<file path="src/rtl/morse_symbol_collector.sv">
// -----------------------------------------------------------------------------
// morse_symbol_collector
//
// Timing front-end of the Morse receive path. Measures key-down (mark) and
// key-up (gap) durations in units of an external timebase tick. Each mark is
// classified as a dit or a dah and shifted into a pattern register. A letter
// gap publishes {len, dits_dahs} with a one-cycle char_valid pulse. A word gap
// publishes a one-cycle word_valid pulse.
//
// Optional feature macro: MORSE_GLITCH_FILTER_EN
//   When defined, a mark shorter than GLITCH_TICKS is discarded. The FSM then
//   resumes the state it left, and the gap count continues from where it was.
//
// Ports:
//   clk         in   system clock
//   rst_n       in   asynchronous active-low reset
//   tick        in   timebase enable, one clk wide
//   key         in   synchronised, debounced key (1 = pressed)
//   len         out  symbol count of last completed letter (0 = invalid)
//   dits_dahs   out  last completed pattern, dit=1 dah=0, newest in bit 0
//   char_valid  out  one-clk pulse: len/dits_dahs hold a new letter
//   word_valid  out  one-clk pulse: word gap detected
//   overflow    out  one-clk pulse with char_valid when the letter was too long
//   busy        out  high whenever the FSM is not IDLE
// -----------------------------------------------------------------------------

`ifndef MAX_MORSE_LEN
`define MAX_MORSE_LEN 5
`endif
`ifndef MORSE_LEN_W
`define MORSE_LEN_W 3
`endif

module morse_symbol_collector #(
  parameter int DAH_MIN_TICKS    = 2,
  parameter int LETTER_GAP_TICKS = 3,
  parameter int WORD_GAP_TICKS   = 7,
  parameter int CNT_W            = 8,
  parameter int GLITCH_TICKS     = 1
) (
  input  logic                      clk,
  input  logic                      rst_n,
  input  logic                      tick,
  input  logic                      key,
  output logic [`MORSE_LEN_W-1:0]   len,
  output logic [`MAX_MORSE_LEN-1:0] dits_dahs,
  output logic                      char_valid,
  output logic                      word_valid,
  output logic                      overflow,
  output logic                      busy
);

  localparam int MAX_LEN = `MAX_MORSE_LEN;
  localparam int LEN_W   = `MORSE_LEN_W;

  localparam logic [CNT_W-1:0] DAH_MIN    = CNT_W'(DAH_MIN_TICKS);
  localparam logic [CNT_W-1:0] LETTER_GAP = CNT_W'(LETTER_GAP_TICKS);
  localparam logic [CNT_W-1:0] WORD_GAP   = CNT_W'(WORD_GAP_TICKS);
  localparam logic [CNT_W-1:0] GLITCH_MIN = CNT_W'(GLITCH_TICKS);
  localparam logic [LEN_W-1:0] MAX_CNT    = LEN_W'(MAX_LEN);

  typedef enum logic [1:0] {
    IDLE      = 2'd0,
    MARK      = 2'd1,
    GAP       = 2'd2,
    WORD_WAIT = 2'd3
  } state_t;

  state_t               state_q, state_d;
  logic [CNT_W-1:0]     cnt_q, cnt_d;
  logic [MAX_LEN-1:0]   sh_q, sh_d;
  logic [LEN_W-1:0]     count_q, count_d;
  logic                 ovf_q, ovf_d;
  logic [LEN_W-1:0]     len_q, len_d;
  logic [MAX_LEN-1:0]   dd_q, dd_d;
  logic                 char_valid_q, char_valid_d;
  logic                 word_valid_q, word_valid_d;
  logic                 overflow_q, overflow_d;
  logic [CNT_W-1:0]     cnt_inc;
  logic                 glitch;

  // Saturating increment: a very long mark must not wrap back into dit range.
  function automatic logic [CNT_W-1:0] sat_inc(input logic [CNT_W-1:0] v);
    return (&v) ? v : v + 1'b1;
  endfunction

  assign cnt_inc = sat_inc(cnt_q);

`ifdef MORSE_GLITCH_FILTER_EN
  // Where a mark came from and the gap count at that moment, so that a glitch
  // can be undone as if it had never happened.
  state_t           ret_state_q, ret_state_d;
  logic [CNT_W-1:0] saved_cnt_q, saved_cnt_d;

  assign glitch = (cnt_q < GLITCH_MIN);
`else
  logic unused_glitch_min;

  assign unused_glitch_min = ^GLITCH_MIN;
  assign glitch            = 1'b0;
`endif

  always_comb begin
    state_d      = state_q;
    cnt_d        = cnt_q;
    sh_d         = sh_q;
    count_d      = count_q;
    ovf_d        = ovf_q;
    len_d        = len_q;
    dd_d         = dd_q;
    char_valid_d = 1'b0;
    word_valid_d = 1'b0;
    overflow_d   = 1'b0;

    unique case (state_q)
      IDLE: begin
        if (key) begin
          state_d = MARK;
          cnt_d   = '0;
        end
      end

      MARK: begin
        // The release edge wins over a tick in the same clk: classify on the
        // count accumulated so far.
        if (!key) begin
          if (glitch) begin
`ifdef MORSE_GLITCH_FILTER_EN
            state_d = ret_state_q;
            cnt_d   = saved_cnt_q;
`endif
          end else begin
            if (count_q == MAX_CNT) begin
              // Letter too long: freeze the pattern and flag it.
              ovf_d = 1'b1;
            end else begin
              sh_d    = {sh_q[MAX_LEN-2:0], (cnt_q < DAH_MIN)};
              count_d = count_q + 1'b1;
            end
            state_d = GAP;
            cnt_d   = '0;
          end
        end else if (tick) begin
          cnt_d = cnt_inc;
        end
      end

      GAP: begin
        if (key) begin
          state_d = MARK;
          cnt_d   = '0;
        end else if (tick) begin
          cnt_d = cnt_inc;
          if (cnt_inc == LETTER_GAP) begin
            if (ovf_q) begin
              len_d      = '0;
              dd_d       = '0;
              overflow_d = 1'b1;
            end else begin
              len_d = count_q;
              dd_d  = sh_q;
            end
            char_valid_d = 1'b1;
            sh_d         = '0;
            count_d      = '0;
            ovf_d        = 1'b0;
            state_d      = WORD_WAIT;
          end
        end
      end

      WORD_WAIT: begin
        // The gap count carries on from the letter gap, so WORD_GAP is
        // measured from the end of the last mark.
        if (key) begin
          state_d = MARK;
          cnt_d   = '0;
        end else if (tick) begin
          cnt_d = cnt_inc;
          if (cnt_inc == WORD_GAP) begin
            word_valid_d = 1'b1;
            state_d      = IDLE;
          end
        end
      end

      default: begin
        state_d = IDLE;
      end
    endcase
  end

`ifdef MORSE_GLITCH_FILTER_EN
  always_comb begin
    ret_state_d = ret_state_q;
    saved_cnt_d = saved_cnt_q;
    if ((state_q != MARK) && (state_d == MARK)) begin
      ret_state_d = state_q;
      saved_cnt_d = cnt_q;
    end
  end

  always_ff @(posedge clk or negedge rst_n) begin
    if (!rst_n) begin
      ret_state_q <= IDLE;
      saved_cnt_q <= '0;
    end else begin
      ret_state_q <= ret_state_d;
      saved_cnt_q <= saved_cnt_d;
    end
  end
`endif

  always_ff @(posedge clk or negedge rst_n) begin
    if (!rst_n) begin
      state_q      <= IDLE;
      cnt_q        <= '0;
      sh_q         <= '0;
      count_q      <= '0;
      ovf_q        <= 1'b0;
      len_q        <= '0;
      dd_q         <= '0;
      char_valid_q <= 1'b0;
      word_valid_q <= 1'b0;
      overflow_q   <= 1'b0;
    end else begin
      state_q      <= state_d;
      cnt_q        <= cnt_d;
      sh_q         <= sh_d;
      count_q      <= count_d;
      ovf_q        <= ovf_d;
      len_q        <= len_d;
      dd_q         <= dd_d;
      char_valid_q <= char_valid_d;
      word_valid_q <= word_valid_d;
      overflow_q   <= overflow_d;
    end
  end

  assign len        = len_q;
  assign dits_dahs  = dd_q;
  assign char_valid = char_valid_q;
  assign word_valid = word_valid_q;
  assign overflow   = overflow_q;
  assign busy       = (state_q != IDLE);

endmodule

</file>
<file path="config.mk">
export PLATFORM = sky130hd
export DESIGN_NAME = morse_symbol_collector
export DESIGN_NICKNAME = d
export VERILOG_FILES = /design/src/rtl/morse_symbol_collector.sv
export SDC_FILE = /design/constraint.sdc
export NUM_CORES = 1
export LEC_CHECK = 0
export CORE_MARGIN = 5
export CORE_UTILIZATION = 57
export CTS_BUF_LIST = sky130_fd_sc_hd__clkbuf_8
export DETAILED_ROUTE_END_ITERATION = 6
export GPL_TIMING_DRIVEN = 0
export HOLD_SLACK_MARGIN = 0.08
export PLACE_DENSITY = 0.78
export SYNTH_ARGS = -nofsm -noshare
export SYNTH_HDL_FRONTEND = slang
export SYNTH_SLANG_ARGS = --single-unit
</file>
<file path="constraint.sdc">
create_clock -name clk -period 3.1 [get_ports clk]
set_input_delay 0.465 -clock clk [delete_from_list [all_inputs] [get_ports clk]]
set_output_delay 0.465 -clock clk [all_outputs]
set_load 0.005 [all_outputs]
</file>
==> impl_metrics.tcl, run 1 <==
set metrics [dict create \
    status "complete, no violations" \
    ys_warn_count 0 \
    finalHoldViolations 0 \
    ir_drop_v 0.000267 \
    final-max-slew-violation-count 0 \
    htreeDepth 2 \
    fin_crit_sh_pct 82.9 \
    max_slew_margin_pct 54.8 \
    dp_hpwl_mm 2.75 \
    end_kind "flop" \
    fin_nets 211 \
    netlist_area_um2 1760 \
    drc_errors 0 \
    crit_path_cell_trace "ha_1 > nand3_2 > mux2_2 > a2bb2oi_2 > nor4_4 > buf_6 > mux2_4" \
    grt.total_usage_pct 19.6 \
    viasPerCell 6.34 \
    start_util_pct 58.8 \
    antenna_found_initial 0 \
    cts-root-buf "clkbuf_8" \
    die_h_um 65.6 \
    setup_slack_ns 0.532 \
    final_common_cell "dfrtp_1" \
    routed_wirelength_mm 3.77 \
    fin_skew_ns 0.00254 \
    grt_setup_unrepaired "false" \
    tightest_slew_ns 0.678 \
    p_leak_nw 0.875 \
    diodes 0 \
    cts_tree "done" \
    reg2reg_depth 7 \
    slowest_delay_ns 0.50 \
    worst-endpoint-required_ns 3.26 \
    ctsResizeCount 0 \
    grt_pass1_wl_mm 6.53 \
    path_max_fanout 10 \
    die_area_um2 4310 \
    cp-start-kind "flop" \
    cts_buffers 5 \
    min_period_ns 2.57 \
    std_cell_rows 20 \
    ios 16 \
    most-common-layout-cells "30 x dfrtp_1, 22 x nand2_1, 19 x nor2_1" \
    syn-num-nets 191 \
    crit_buf_inv 1 \
    grt_overflow_total 0 \
    place_worst_setup_slack_ns 0.508 \
    post_cts_buffers 0 \
    first_pass_iters 4 \
    p_int_mw 0.753 \
    timing.fmax_ghz 0.389 \
    clkTransAtPathRegs_ns 0.07 \
    combinationalPowerShare_pct 17.0 \
    synth_cells 184 \
    drtIter0Drc 88 \
    ys_seq_elements 30 \
    power_frac_seq_pct 46.2 \
    synth_area_per_cell_um2 9.59 \
    ant_nets 0 \
    slowest_stage "nor4_4" \
    p_switching_mw 0.294 \
    final_cells 238 \
    grt_pass1_vias 1482 \
    gp_congestion 0.890 \
    switching_share_pct 28.1 \
    hold_path.class "input pin to asynchronous set/reset pin" \
    core_um2 3000 \
    cp_num_cells 7 \
    vias 1509 \
    hold_buffers 0 \
    worstPathArrival_ns 2.73 \
    cts_max_path_buffers 2 \
    numPortBuffers 13 \
    critPathTopFamily "simple AND/OR/NAND/NOR gates" \
    fin_tns_setup_ns 0 \
    grt_max_degree 31 \
    yosys.cell_types.count 50 \
    final_layout_size_suffix_gt1_share_pct 18.0 \
    timing_worst_setup_path_type "flop to flop" \
    maxCapViolCount 0 \
    die_w_um 65.6 \
    wire_per_inst_um 15.8 \
    powerDensity_nw_per_um2 513 \
    p_clk_share_pct 36.8 \
    holdWs_ns 0.225 \
    clock-sinks 30 \
    setup_violations 0 \
    clkLatencyLatePin_ns 0.28 \
    ys_seq_area_share_pct 42.6 \
    area_growth_pct 15.6 \
    place_inst 230 \
]
## state kept, by name, summed over array words and instances (netlist names)
| name | flops |
|---|---|
| ovf_q | 1 |
| char_valid | 1 |
| dits_dahs | 5 |
| count_q | 3 |
| len | 3 |
| overflow | 1 |
| word_valid | 1 |
| state_q | 2 |
| cnt_q | 8 |
| sh_q | 5 |
## synth_stat cells (all sizes together)
library cell / number / area, µm²
inv: 5 / 18.8
mux2: 12 / 146
or4: 3 / 22.5
o2111ai: 1 / 8.76
o31a: 1 / 8.76
a22o: 1 / 8.76
o21ai: 14 / 70.1
and4: 1 / 8.76
ha: 3 / 37.5
nand2b: 3 / 18.8
and2: 2 / 12.5
o31ai: 4 / 43.8
a21o: 1 / 8.76
and3: 1 / 6.26
nor2b: 9 / 56.3
or3: 1 / 6.26
nand2: 22 / 82.6
o22a: 2 / 17.5
o211ai: 2 / 20.0
o221ai: 1 / 8.76
clkbuf: 3 / 11.3
or2b: 1 / 7.51
a31oi: 3 / 18.8
a31o: 2 / 17.5
nor3: 5 / 25.0
nor2: 20 / 77.6
nand4: 2 / 12.5
nor4: 2 / 27.5
nor3b: 1 / 7.51
a21oi: 8 / 40.0
buf: 5 / 40.0
a311oi: 1 / 15.0
and3b: 1 / 8.76
a2bb2oi: 1 / 15.0
dfrtp: 30 / 751
nand3: 6 / 40.0
o22ai: 2 / 12.5
a32oi: 2 / 25.0
## area by class of cell
cell class | instances | area (µm²)
multi-input cells | 141 | 943
inverters | 5 | 18.8
clock inverters | 3 | 40.0
clock buffers | 5 | 68.8
well taps | 33 | 41.3
flip-flops and latches | 30 | 751
repair buffers | 13 | 125
plain buffers | 8 | 51.3
fillers | 250 | 963
## logic make-up after synthesis
logic type                 Yosys count  share of synthesized area, %
AOI/OAI and AO/OA                   46                          19.2
and+or+nand+nor                     80                          23.8
adders and majority gates            3                          2.13
DFF                                 30                          42.6
muxes                               12                          8.30
buffers and inverters               13                          3.97
## metrics by stage
stage	instance area [µm²]	util, %	total power [mW]
detailed placement	1940	64.5	0.670
global placement	1940	64.5	0.653
global route	2040	67.9	1.11
floorplan	1760	-	0.611
CTS	2040	68.1	1.05
finish	2040	67.9	1.05
## final timing paths
path                         startpoint            to  slack (ns)
max                            cnt_q[0]  dits_dahs[4]        0.53
min                               rst_n       sh_q[0]        0.22
max reg2reg                    cnt_q[0]  dits_dahs[4]        0.53
min reg2reg                dits_dahs[3]  dits_dahs[3]        0.50
max in group asynchronous         rst_n    count_q[2]        2.44
min in group clk           dits_dahs[3]  dits_dahs[3]        0.50
## power by group through the flow
stage	sequential, mW	combinational, mW	clock (mW)
after CTS	0.484	0.179	0.390
after floorplan	0.480	0.131	0
after detailed placement	0.492	0.178	0
after global routing	0.492	0.204	0.412
after global placement	0.488	0.166	0
final	0.484	0.178	0.385
## worst reg2reg max path: cells and delay by family (launching register included)
family                   cells  cell delay, ns
AO/OA/AOI/OAI                1            0.17
adder cells (fa/ha/maj)      1            0.32
buffers and inverters        1            0.22
flip-flops                   1            0.44
multiplexers                 2            0.66
AND/OR/NAND/NOR              2            0.66
## per-layer routing
metal / vias up / global-route usage (%) / wire length [µm]
met5: - / 0 / 0
li1: 707 / - / -
met3: 10 / 5.13 / 234
met4: 0 / 9.07 / 72
met1: 738 / 23.9 / 1590
met2: 54 / 32.0 / 1870
No activity file was read; power rests on OpenSTA's default activity.
==> run 2, diff against run 1 <==
Clock period 3.1 ns to 2.6 ns, I/O delays scaled along.
==> impl_metrics.tcl, run 2 (same netlist as run 1, synthesis figures left out) <==
set metrics [dict create \
    status "complete, no violations" \
    timing.rr.end "state_q[1]" \
    routed_wirelength_mm 3.73 \
    multi_input_area_um2 943 \
    diodes 0 \
    dp_hpwl_mm 2.75 \
    p_leak_nw 0.881 \
    powerDensity_nw_per_um2 610 \
    htreeDepth 2 \
    fin_tns_setup_ns 0 \
    clock-sinks 30 \
    p_total_mw 1.25 \
    regMostFlops "cnt_q" \
    grt_max_degree 31 \
    core_um2 3000 \
    viasPerCell 6.38 \
    vias 1524 \
    endpoint "state_q[1]" \
    cts_max_path_buffers 2 \
    grt_setup_unrepaired "false" \
    place_inst 230 \
    gp_congestion 0.890 \
    die_h_um 65.6 \
    nFillCells 248 \
    timing.fmax_ghz 0.412 \
    max_slew_margin_pct 54.8 \
    end_kind "flop" \
    numPortBuffers 13 \
    die_area_um2 4310 \
    holdWs_ns 0.148 \
    place_worst_setup_slack_ns 0.00836 \
    maxCapViolCount 0 \
    drc_errors 0 \
    std_cell_rows 20 \
    die_w_um 65.6 \
    cp-start-kind "flop" \
    cts_buffers 5 \
    worst-endpoint-required_ns 2.76 \
    ios 16 \
    fin_nets 212 \
    finalHoldViolations 0 \
    cts_tree "done" \
    setup_violations 0 \
    first_pass_iters 4 \
    fin_skew_ns 0.00291 \
    clkLatencyLatePin_ns 0.28 \
    fin_crit_sh_pct 93.2 \
    final_cells 239 \
    worstPathArrival_ns 2.59 \
    area_growth_pct 16.0 \
    most-common-layout-cells "30 x dfrtp_1, 22 x nand2_1, 19 x nor2_1" \
    largest_reg_flops 8 \
    hold_buffers 0 \
    ant_nets 0 \
    reg2reg_depth 6 \
    seqCellArea_um2 751 \
    final_layout_size_suffix_gt1_share_pct 18.4 \
    grt.total_usage_pct 19.6 \
    tightest_slew_ns 0.678 \
    cts-root-buf "clkbuf_8" \
    wire_per_inst_um 15.6 \
    final-max-slew-violation-count 0 \
    timing_worst_setup_path_type "flop to flop" \
    crit_start "cnt_q[0]" \
    path_max_fanout 6 \
    clkTransAtPathRegs_ns 0.07 \
    antenna_found_initial 0 \
    grt_pass1_vias 1482 \
    drtIter0Drc 88 \
    setup_slack_ns 0.176 \
    grt_overflow_total 0 \
    ir_drop_v 0.000318 \
    timing.rr.start "cnt_q[0]" \
    reg2reg_slack_ns 0.18 \
    start_util_pct 58.8 \
    hold_path.class "input pin to asynchronous set/reset pin" \
    final_common_cell "dfrtp_1" \
    min_period_ns 2.42 \
    grt_pass1_wl_mm 6.53 \
]
run 2: stage by stage:
step	cell area [µm²]	util, %
after floorplan	1760	-
after CTS	2040	68.1
after global placement	1940	64.5
final	2050	68.2
after global routing	2050	68.2
after detailed placement	1940	64.5
run 2: final cells by class:
| class | count | area share, % |
|---|---|---|
| Inverter | 5 | 0.917 |
| Multi-Input combinational cell | 141 | 46.1 |
| Sequential cell | 30 | 36.7 |
| Clock buffer | 5 | 3.36 |
| Clock inverter | 3 | 1.96 |
| Timing Repair Buffer | 14 | 6.48 |
| Buffer | 8 | 2.51 |
| Tap cell | 33 | 2.02 |
run 2: worst max-delay path, cell delays in order, from the launching register on:
cell       delay, ns
dfrtp_1         0.44
ha_1            0.32
nand3_2         0.16
mux2_2          0.36
a2bb2oi_2       0.17
or4_1           0.60
o31a_1          0.27
run 2: worst min path at each step:
stage,from,to,slack (ns),cells past startpoint
5_1_grt,rst_n,dits_dahs[1],0.21,1
6_report,rst_n,dits_dahs[1],0.15,1
4_1_cts,sh_q[1],sh_q[2],0.51,2
3_3_place_gp,sh_q[0],sh_q[1],0.48,2
2_1_floorplan,rst_n,char_valid,0.09,0
3_5_place_dp,sh_q[1],sh_q[2],0.49,2
run 2: timing repair:
action,4_1_cts,5_1_grt
setup buffers,0,1
pin swaps,1,1
endpoints found under the setup margin,1,3
endpoints found under the hold margin,0,0
gates resized for setup,0,0
run 2: layer usage:
metal | global-route usage, % | up-vias | routed length, µm
met2 | 32.0 | 68 | 1840
met1 | 23.9 | 738 | 1560
met4 | 9.07 | 0 | 82
met3 | 5.13 | 12 | 250
met5 | 0 | - | 0
li1 | - | 706 | -
run 2: power breakdown:
part	internal, mW	switching (mW)
registers	0.526	0.0507
logic	0.0898	0.123
clock network	0.282	0.177
